`config.mk`:
```
export PLATFORM = sky130hd
export DESIGN_NAME = stream_prefetch_flat
export DESIGN_NICKNAME = d
export VERILOG_FILES = /design/src/rtl/ibus_pkg.sv /design/src/rtl/stream_prefetch_if.sv /design/src/rtl/prefetch_credit_cnt.sv /design/src/rtl/stream_prefetch.sv /design/src/flat_wrapper.sv
export SDC_FILE = /design/constraint.sdc
export NUM_CORES = 1
export LEC_CHECK = 0
export ABC_AREA = 0
export BUFFER_PORTS_ARGS = -buffer_cell sky130_fd_sc_hd__buf_2
export CAP_MARGIN = 20
export CORE_AREA = 2 2 61 74
export DETAILED_ROUTE_END_ITERATION = 12
export DIE_AREA = 0 0 63 76
export GPL_TIMING_DRIVEN = 0
export HOLD_SLACK_MARGIN = 0.03
export PLACE_DENSITY = 0.87
export SYNTH_ARGS = -nofsm -noshare
export SYNTH_HDL_FRONTEND = slang
export SYNTH_HIERARCHICAL = 1
export SYNTH_SLANG_ARGS = --single-unit
```
`constraint.sdc`:
```
create_clock -name clk -period 2.9 [get_ports clk]
set_input_delay 0.145 -clock clk [delete_from_list [all_inputs] [get_ports clk]]
set_output_delay 0.145 -clock clk [all_outputs]
set_load 0.1 [all_outputs]
```
`src/rtl/ibus_pkg.sv`:
```
// Instruction-bus constants and state encoding shared by the prefetcher and the stream buffer.
package ibus_pkg;
  localparam int unsigned WORDS_PER_LINE = 16;
  localparam int unsigned LINE_ADDR_W    = 13;
  localparam int unsigned BYTE_ADDR_W    = 19;
  localparam int unsigned DATA_W         = 32;

  typedef enum logic [1:0] {
    PF_IDLE,
    PF_ISSUE,
    PF_DRAIN,
    PF_FLUSH
  } pf_state_e;
endpackage

```
`src/rtl/stream_prefetch_if.sv`:
```
// Instruction-bus word-read channel: request/grant plus in-order read responses.
interface stream_prefetch_if;
  import ibus_pkg::*;

  logic                   bus_req;
  logic [BYTE_ADDR_W-1:0] bus_addr;
  logic                   bus_gnt;
  logic                   bus_r_valid;
  logic [DATA_W-1:0]      bus_r_data;

  modport master (
    output bus_req, bus_addr,
    input  bus_gnt, bus_r_valid, bus_r_data
  );

  modport slave (
    input  bus_req, bus_addr,
    output bus_gnt, bus_r_valid, bus_r_data
  );
endinterface

```
`src/rtl/prefetch_credit_cnt.sv`:
```
// Outstanding-read counter; saturates at MAX_OUTSTANDING and never underflows.
module prefetch_credit_cnt #(
  parameter int unsigned MAX_OUTSTANDING = 4
) (
  input  logic       clk,
  input  logic       rst,
  input  logic       inc,
  input  logic       dec,
  output logic [2:0] count,
  output logic       full,
  output logic       empty
);
  logic [2:0] count_q, count_d;
  logic       inc_ok, dec_ok;

  always_comb begin
    full    = (count_q >= 3'(MAX_OUTSTANDING));
    empty   = (count_q == '0);
    inc_ok  = inc & ~full;
    dec_ok  = dec & ~empty;
    count_d = count_q;
    unique case ({inc_ok, dec_ok})
      2'b10:   count_d = count_q + 3'd1;
      2'b01:   count_d = count_q - 3'd1;
      default: count_d = count_q;
    endcase
    count = count_q;
  end

  always_ff @(posedge clk) begin
    if (rst) count_q <= '0;
    else     count_q <= count_d;
  end
endmodule

```
`src/rtl/stream_prefetch.sv`:
```
// Cacheline prefetcher: issues one word read per grant, forwards in-order responses to the refill path.
module stream_prefetch #(
  parameter int unsigned MAX_OUTSTANDING = 4,
  parameter int unsigned WORDS_PER_LINE  = ibus_pkg::WORDS_PER_LINE
) (
  input  logic                             clk,
  input  logic                             rst,
  input  logic                             line_req,
  input  logic [ibus_pkg::LINE_ADDR_W-1:0] line_addr,
  output logic                             line_gnt,
  input  logic                             abort,
  stream_prefetch_if.master                bus,
  output logic                             prefetch_r_valid,
  output logic [ibus_pkg::DATA_W-1:0]      prefetch_r_data,
  output logic                             busy,
  output logic                             line_done
);
  import ibus_pkg::*;

  localparam logic [3:0] LAST_IDX = 4'(WORDS_PER_LINE - 1);

  pf_state_e              state_q, state_d;
  logic [LINE_ADDR_W-1:0] line_addr_q, line_addr_d;
  logic [3:0]             issue_cnt_q, issue_cnt_d;
  logic [3:0]             recv_cnt_q, recv_cnt_d;

  logic [2:0] outstanding, out_after;
  logic       cred_full, cred_empty;
  logic       issue_fire, resp_take, fwd;

  prefetch_credit_cnt #(
    .MAX_OUTSTANDING(MAX_OUTSTANDING)
  ) u_credit (
    .clk   (clk),
    .rst   (rst),
    .inc   (issue_fire),
    .dec   (resp_take),
    .count (outstanding),
    .full  (cred_full),
    .empty (cred_empty)
  );

  always_comb begin
    state_d      = state_q;
    line_addr_d  = line_addr_q;
    issue_cnt_d  = issue_cnt_q;
    recv_cnt_d   = recv_cnt_q;
    line_gnt     = 1'b0;
    bus.bus_req  = 1'b0;
    bus.bus_addr = {line_addr_q, issue_cnt_q, 2'b00};
    fwd          = 1'b0;
    line_done    = 1'b0;
    busy         = (state_q != PF_IDLE);
    // Responses with nothing in flight are a protocol error and are dropped here.
    resp_take    = bus.bus_r_valid & ~cred_empty & ~rst;
    out_after    = outstanding - {2'b00, resp_take};

    unique case (state_q)
      PF_IDLE: begin
        line_gnt = line_req & ~abort & ~rst;
        if (line_gnt) begin
          line_addr_d = line_addr;
          issue_cnt_d = '0;
          recv_cnt_d  = '0;
          state_d     = PF_ISSUE;
        end
      end
      PF_ISSUE, PF_DRAIN: begin
        bus.bus_req = (state_q == PF_ISSUE) & ~cred_full & ~abort & ~rst;
        fwd         = resp_take;
        line_done   = fwd & (state_q == PF_DRAIN) & (recv_cnt_q == LAST_IDX);
        if (bus.bus_req && bus.bus_gnt) begin
          issue_cnt_d = issue_cnt_q + 4'd1;
          if (issue_cnt_q == LAST_IDX) state_d = PF_DRAIN;
        end
        if (fwd) recv_cnt_d = recv_cnt_q + 4'd1;
        if (line_done) state_d = PF_IDLE;
        // Abort wins over any progress made this cycle.
        if (abort) state_d = (out_after != '0) ? PF_FLUSH : PF_IDLE;
      end
      PF_FLUSH: begin
        if (out_after == '0) state_d = PF_IDLE;
      end
      default: state_d = PF_IDLE;
    endcase

    issue_fire       = bus.bus_req & bus.bus_gnt;
    prefetch_r_valid = fwd;
    prefetch_r_data  = fwd ? bus.bus_r_data : '0;
  end

  always_ff @(posedge clk) begin
    if (rst) begin
      state_q     <= PF_IDLE;
      line_addr_q <= '0;
      issue_cnt_q <= '0;
      recv_cnt_q  <= '0;
    end else begin
      state_q     <= state_d;
      line_addr_q <= line_addr_d;
      issue_cnt_q <= issue_cnt_d;
      recv_cnt_q  <= recv_cnt_d;
    end
  end
endmodule

```
`src/flat_wrapper.sv`:
```
// flat-port wrapper written by rule: the top's interface ports become plain ports
module stream_prefetch_flat import ibus_pkg::*;
#(
  parameter int unsigned MAX_OUTSTANDING = 4,
  parameter int unsigned WORDS_PER_LINE  = ibus_pkg::WORDS_PER_LINE
)
  (clk, rst, line_req, line_addr, line_gnt, abort, prefetch_r_valid, prefetch_r_data, busy, line_done, bus_bus_req, bus_bus_addr, bus_bus_gnt, bus_bus_r_valid, bus_bus_r_data);
  stream_prefetch_if bus_i ();
  input  logic clk;
  input  logic rst;
  input  logic line_req;
  input  logic [ibus_pkg::LINE_ADDR_W-1:0] line_addr;
  output logic line_gnt;
  input  logic abort;
  output logic prefetch_r_valid;
  output logic [ibus_pkg::DATA_W-1:0] prefetch_r_data;
  output logic busy;
  output logic line_done;
  output wire logic [$bits(bus_i.bus_req)-1:0] bus_bus_req;
  output wire logic [$bits(bus_i.bus_addr)-1:0] bus_bus_addr;
  input wire logic [$bits(bus_i.bus_gnt)-1:0] bus_bus_gnt;
  input wire logic [$bits(bus_i.bus_r_valid)-1:0] bus_bus_r_valid;
  input wire logic [$bits(bus_i.bus_r_data)-1:0] bus_bus_r_data;
  assign bus_bus_req = bus_i.bus_req;
  assign bus_bus_addr = bus_i.bus_addr;
  assign bus_i.bus_gnt = bus_bus_gnt;
  assign bus_i.bus_r_valid = bus_bus_r_valid;
  assign bus_i.bus_r_data = bus_bus_r_data;
  stream_prefetch #(.MAX_OUTSTANDING(MAX_OUTSTANDING), .WORDS_PER_LINE(WORDS_PER_LINE)) u_core (.clk(clk), .rst(rst), .line_req(line_req), .line_addr(line_addr), .line_gnt(line_gnt), .abort(abort), .bus(bus_i), .prefetch_r_valid(prefetch_r_valid), .prefetch_r_data(prefetch_r_data), .busy(busy), .line_done(line_done));
endmodule
```
* Yosys cells after proc, flatten, opt, wreduce, memory -nomap -nowiden
Index checks and enable logic that the tools add are counted.
** Word-level totals
- Register bits :: 26
- Logic and storage cells :: 72
- Input bits :: 51
** Operators by class
- Add/sub/neg operators :: 5
- Reductions and logical operators :: 13
- Eq/ne operators :: 13
- Order comparisons :: 1
- Multiplexer cells :: 19
- Bitwise logic cells :: 16
** Operators with widths (number)
- 32-bit two-way mux :: 1
- 4-bit case mux with 2 select lines :: 2
- 2-bit two-way mux :: 7
- 1-bit AND :: 12
- 4-bit two-way mux :: 3
- 4-bit by 1-bit adder with 4-bit output, second input constant :: 2
- 4-bit == test, second input constant :: 2
- 4-bit by 2-bit inequality test with 1-bit output, second input constant :: 2
- 2-bit == test, second input constant :: 3
- 3-bit logical NOT :: 2
- 2-bit by 1-bit inequality test with 1-bit output, second input constant :: 3
- 2-bit case mux with 3 select lines :: 1
- 3-bit case mux with 2 select lines :: 1
- 3-bit AND reduction :: 2
- 2-bit nonzero test :: 3
- 2-bit by 1-bit == test with 1-bit output, second input constant :: 2
- 1-bit two-way mux :: 4
- 1-bit NOT :: 4
- 4-bit AND reduction :: 1
- 3-bit by 1-bit adder with 3-bit output, second input constant :: 1
- 3-bit >= comparator, second input constant :: 1
- 3-bit nonzero test :: 1
- 3-bit by 1-bit subtractor with 3-bit output :: 1
- 3-bit by 1-bit subtractor with 3-bit output, second input constant :: 1
- other kinds (5) :: 5

* Depth between registers and ports, before layout
- Depth in word-level cells :: 10
- Mapped depth :: 12
- Gate-level depth less buffers :: 11

* Hierarchy
Netlist, hierarchy kept.
** Modules (own cells, without submodules)
- stream_prefetch :: area each 1471.4 sq um, seq. area each 460.4 sq um, instances 1, cells an instance 192
- prefetch_credit_cnt :: area each 175.2 sq um, seq. area each 60.1 sq um, instances 1, cells an instance 21

* Least setup slack after synthesis
Ideal clock, no wire load.
- Path kind :: register to output
- Start :: reg u_core.state_q[0]
- End :: out line_done
- Slack :: -331 ps
- Cell stages (with the launch flop) :: 5
- Path buffers :: 0
- Arrival time :: 3086 ps
- Cell sequence :: dfxtp_1 -> inv_1 -> ha_1 -> clkinv_1 -> nor3_1
** Between the ends
- Cells in the longest elaborated chain, start to end :: 4
** RTL lines
- start, declared :: RTL line stream_prefetch.sv:22 : pf_state_e state_q, state_d;
- start signal, assigned :: RTL line stream_prefetch.sv:99 : state_q <= state_d;
- 2-bit == test :: RTL line stream_prefetch.sv:58, stream_prefetch.sv:71
- 1-bit AND (2 in a row) :: RTL line stream_prefetch.sv:71 : line_done = fwd & (state_q == PF_DRAIN) & (recv_cnt_q == LAST_IDX);
- 1-bit two-way mux * :: RTL line stream_prefetch.sv:58 : unique case (state_q)
- end, declared :: RTL line flat_wrapper.sv:18 : output logic line_done;
Mark *: on every way between the ends. The rest lies on a longest branch, timed or not.

* Worst setup path in the final report
- Start :: reg u_core.u_credit.count_q[2], in the netlist u_core/u_credit/count[2]
- End :: out prefetch_r_data[14] (netlist bit)
** Between the ends
- Cells in the longest elaborated chain, start to end :: 6
** RTL lines
- start, declared :: RTL line prefetch_credit_cnt.sv:13 : logic [2:0] count_q, count_d;
- start signal, assigned :: RTL line prefetch_credit_cnt.sv:32 : else count_q <= count_d;
- 3-bit logical NOT :: RTL line prefetch_credit_cnt.sv:18 : empty = (count_q == '0);
- named net u_core.cred_empty :: RTL line stream_prefetch.sv:28 : logic cred_full, cred_empty;
- 1-bit NOT :: RTL line stream_prefetch.sv:55 : resp_take = bus.bus_r_valid & ~cred_empty & ~rst;
- 1-bit AND (2 in a row) :: RTL line stream_prefetch.sv:55
- 1-bit two-way mux :: RTL line stream_prefetch.sv:58
- 32-bit two-way mux :: RTL line stream_prefetch.sv:89 : prefetch_r_data = fwd ? bus.bus_r_data : '0;
- end, declared :: RTL line flat_wrapper.sv:16 : output logic [ibus_pkg::DATA_W-1:0] prefetch_r_data;
The timed path passes the listed nets, and every way through them passes these cells.

==> impl_metrics.toml <==
[outcome]
status = "finished, final reports clean"

[synthesis]
syn_inst = 213
netlist_area_mm2 = 0.001647
synth_edf_count = 0
yosysWarnings = 6
synth_seq_cells = 26
dominantRegCellSynth = "dfxtp_1"
ys_types = 47
synthArstFlopShare = 0
seq_area_frac_synth = 0.3161
synth_area_per_cell_um2 = 7.730

[timing]
worst_pin_slew_ps = 535.1
setup_ws_ps = 214.9
rsz0062_at_grt = "no"
hold_viol = 0
min_period_ps = 2685
slew_viol_final = 0
setup_violations = 0
fin_skew_ps = 7.049
period_share = 0.9259
relSlewSlack = 0.6433
fmax_mhz = 372.4

[global_route]
grt_max_degree = 18
grt.total_usage = 0.1867
grt_pass1_vias = 1795
grt_pass1_wl_um = 7562
grt-ovfl-total = 0
antenna_found_initial = 0

[pwr]
peakVddDrop_mv = 0.2993
power_uw = 891.7
leakagePower_nw = 1.241
power_density_mw_per_mm2 = 382.7

[cells_and_area]
fillCellCount = 405
drive_gt1_frac = 0.3920
n_antenna_cell = 0
design_area_mm2 = 0.002330
multi_input_area_mm2 = 0.001012
register_area_um2 = 520.5
fin_util = 0.5639
synthToLayoutAreaGrowth_pct = 41.49
num-nets-final = 385
final_cell_count_no_fill = 380

[critical_path]
crit_path_start = "u_core/u_credit/count[2]"
critPathArrivalTime_ps = 2540
reg2reg_to = "u_core/u_credit/count[2]"
critPathMaxFanout = 12
reg2regPathDepth = 11
cp-end-kind = "output pin"
worstPathRequired_ps = 2760
timing.rr.start = "u_core/u_credit/count[2]"
r2r_slack_ps = 230
cp-start-kind = "flop"
critPathKind = "reg -> out"

[placed_design]
io_buffers = 104
place_area_mm2 = 0.002246
place_inst = 374
dp_hpwl_um = 3586
pre_cts_ws_ps = -192.4
place_congestion = 0.7789

[route]
drc = 0
vias = 1878
drt_iter0_drc = 80
wl_per_cell_um = 11.97
first_pass_iters = 4
viasPerCell = 4.942
routed_wl_um = 4548
antenna_left = 0

[floorplan]
coreArea_mm2 = 0.004131
floorplan.io_pins = 107
start_util = 0.3985
fp.dieH_um = 76
rows = 26
die_x_um = 63
dieArea_mm2 = 0.004788

[hold_path]
hp-start = "line_addr[5]"
hold_path.class = "in -> reg"
min_delay_path_depth = 3
hold_end = "u_core/line_addr_q[5]"

[clock_tree]
cts.reportedPaths.clkPinSlew_ps = 90
cts.htree.levels = 1
insertion_delay_ps = 270
numCtsBuffers = 3
clockBufferDepth = 2
cts-root-buf = "clkbuf_8"
cts_sinks = 26
tritoncts = "yes"

[run]
drv_cap = 0
-- layer usage --
metal,up-vias,share of wire,GRT usage,wire (um)
li1,956,-,-,-
met1,857,0.41,0.2167,1876
met2,59,0.52,0.3468,2369
met3,6,0.055,0.02954,248
met4,0,0.012,0.05333,53
met5,-,0,0,0
-- area by class of cell --
cell class / instances / share of cell area
tap: 56 / 0.03008
buffer: 15 / 0.03115
inverter: 12 / 0.02095
timing repair buffer: 108 / 0.2363
sequential: 26 / 0.2234
multi-input combinational: 159 / 0.4345
clock buffer: 4 / 0.02363
-- per-stage QoR --
step,TNS [ps],hold WS (ps)
final,0,104.0
after detailed placement,-235.5,389.9
after global routing,0,109.5
after global placement,-121.3,385.0
after floorplan,0,214.1
after CTS,0,91.91
-- worst max path at each step --
stage / end / slack [ps] / depth (start not counted)
final: prefetch_r_data[14] / 210 / 8
after global routing: u_core/u_credit/count[2] / 80 / 11
after CTS: u_core/state_q[1] / 20 / 9
after detailed placement: u_core/u_credit/count[2] / -190 / 12
after global placement: u_core/u_credit/count[2] / -120 / 12
after floorplan: u_core/u_credit/count[2] / 190 / 12
-- critical path: stages (launching register included) --
cell        delay, ps
dfxtp_1           430
nor3_1            100
or3b_4            460
clkinvlp_4        110
buf_4             110
buf_4             150
clkbuf_1          270
and3_1            200
buf_2             420
-- sequential cells by signal, indices dropped and copies added, names as in the netlist --
register and count:
u_core/u_credit/count 3, u_core/line_addr_q 13, u_core/recv_cnt_q 4, u_core/issue_cnt_q 4, u_core/state_q 2
-- kinds of logic after synthesis --
logic type,synth area share
AO/OA/AOI/OAI,0.1497
XOR/XNOR,0.02659
adder cells (fa/ha/maj),0.07295
buffers and inverters,0.07598
flip-flops,0.3161
multiplexers,0.01900
other,0.002277
AND/OR/NAND/NOR,0.3374
-- repair_timing --
item                       4_1_cts  5_1_grt
hold buffers                     0        0
hold endpoints to repair         0        0
setup endpoints to repair        2        4
gates resized for setup          1        1
setup buffers                    0        4
-- synth_stat cells (2+ instances only) --
cell type / instances / area (um2)
inv_1: 10 / 37.54
buf_4: 2 / 15.01
nand3_1: 4 / 20.02
mux2i_1: 2 / 20.02
o21ai_0: 4 / 20.02
nor2_1: 13 / 48.80
nor2b_1: 3 / 18.77
nor3_1: 5 / 25.02
nand2b_1: 3 / 18.77
a21oi_1: 22 / 110.1
clkbuf_1: 12 / 45.04
nand3b_1: 2 / 15.01
clkinv_1: 2 / 7.510
nand2_1: 29 / 108.9
xor2_1: 4 / 35.03
ha_1: 8 / 100.1
a221oi_1: 2 / 17.52
dfxtp_1: 26 / 520.5
and3_1: 32 / 200.2
-- power by group --
group          total, mW  switching (mW)  internal (mW)
registers          0.375         0.00705          0.368
clock network      0.230           0.109          0.121
logic              0.286           0.207         0.0793
total              0.892           0.323          0.569
-- cell usage in the layout (no fill, tap or decap), types with 3 or more instances in the layout --
cell type	Yosys	final
ha_1	8	8
xor2_1	4	4
o21ai_0	4	4
buf_2	1	105
buf_4	2	6
nor2_1	13	13
nand2b_1	3	3
clkbuf_8	0	4
inv_1	10	9
dfxtp_1	26	26
and3_1	32	32
nor3_1	5	4
a21oi_1	22	22
nand2_1	29	29
clkbuf_1	12	10
nand3_1	4	4
nor2b_1	3	3
Power figures use the tool's default switching activity.
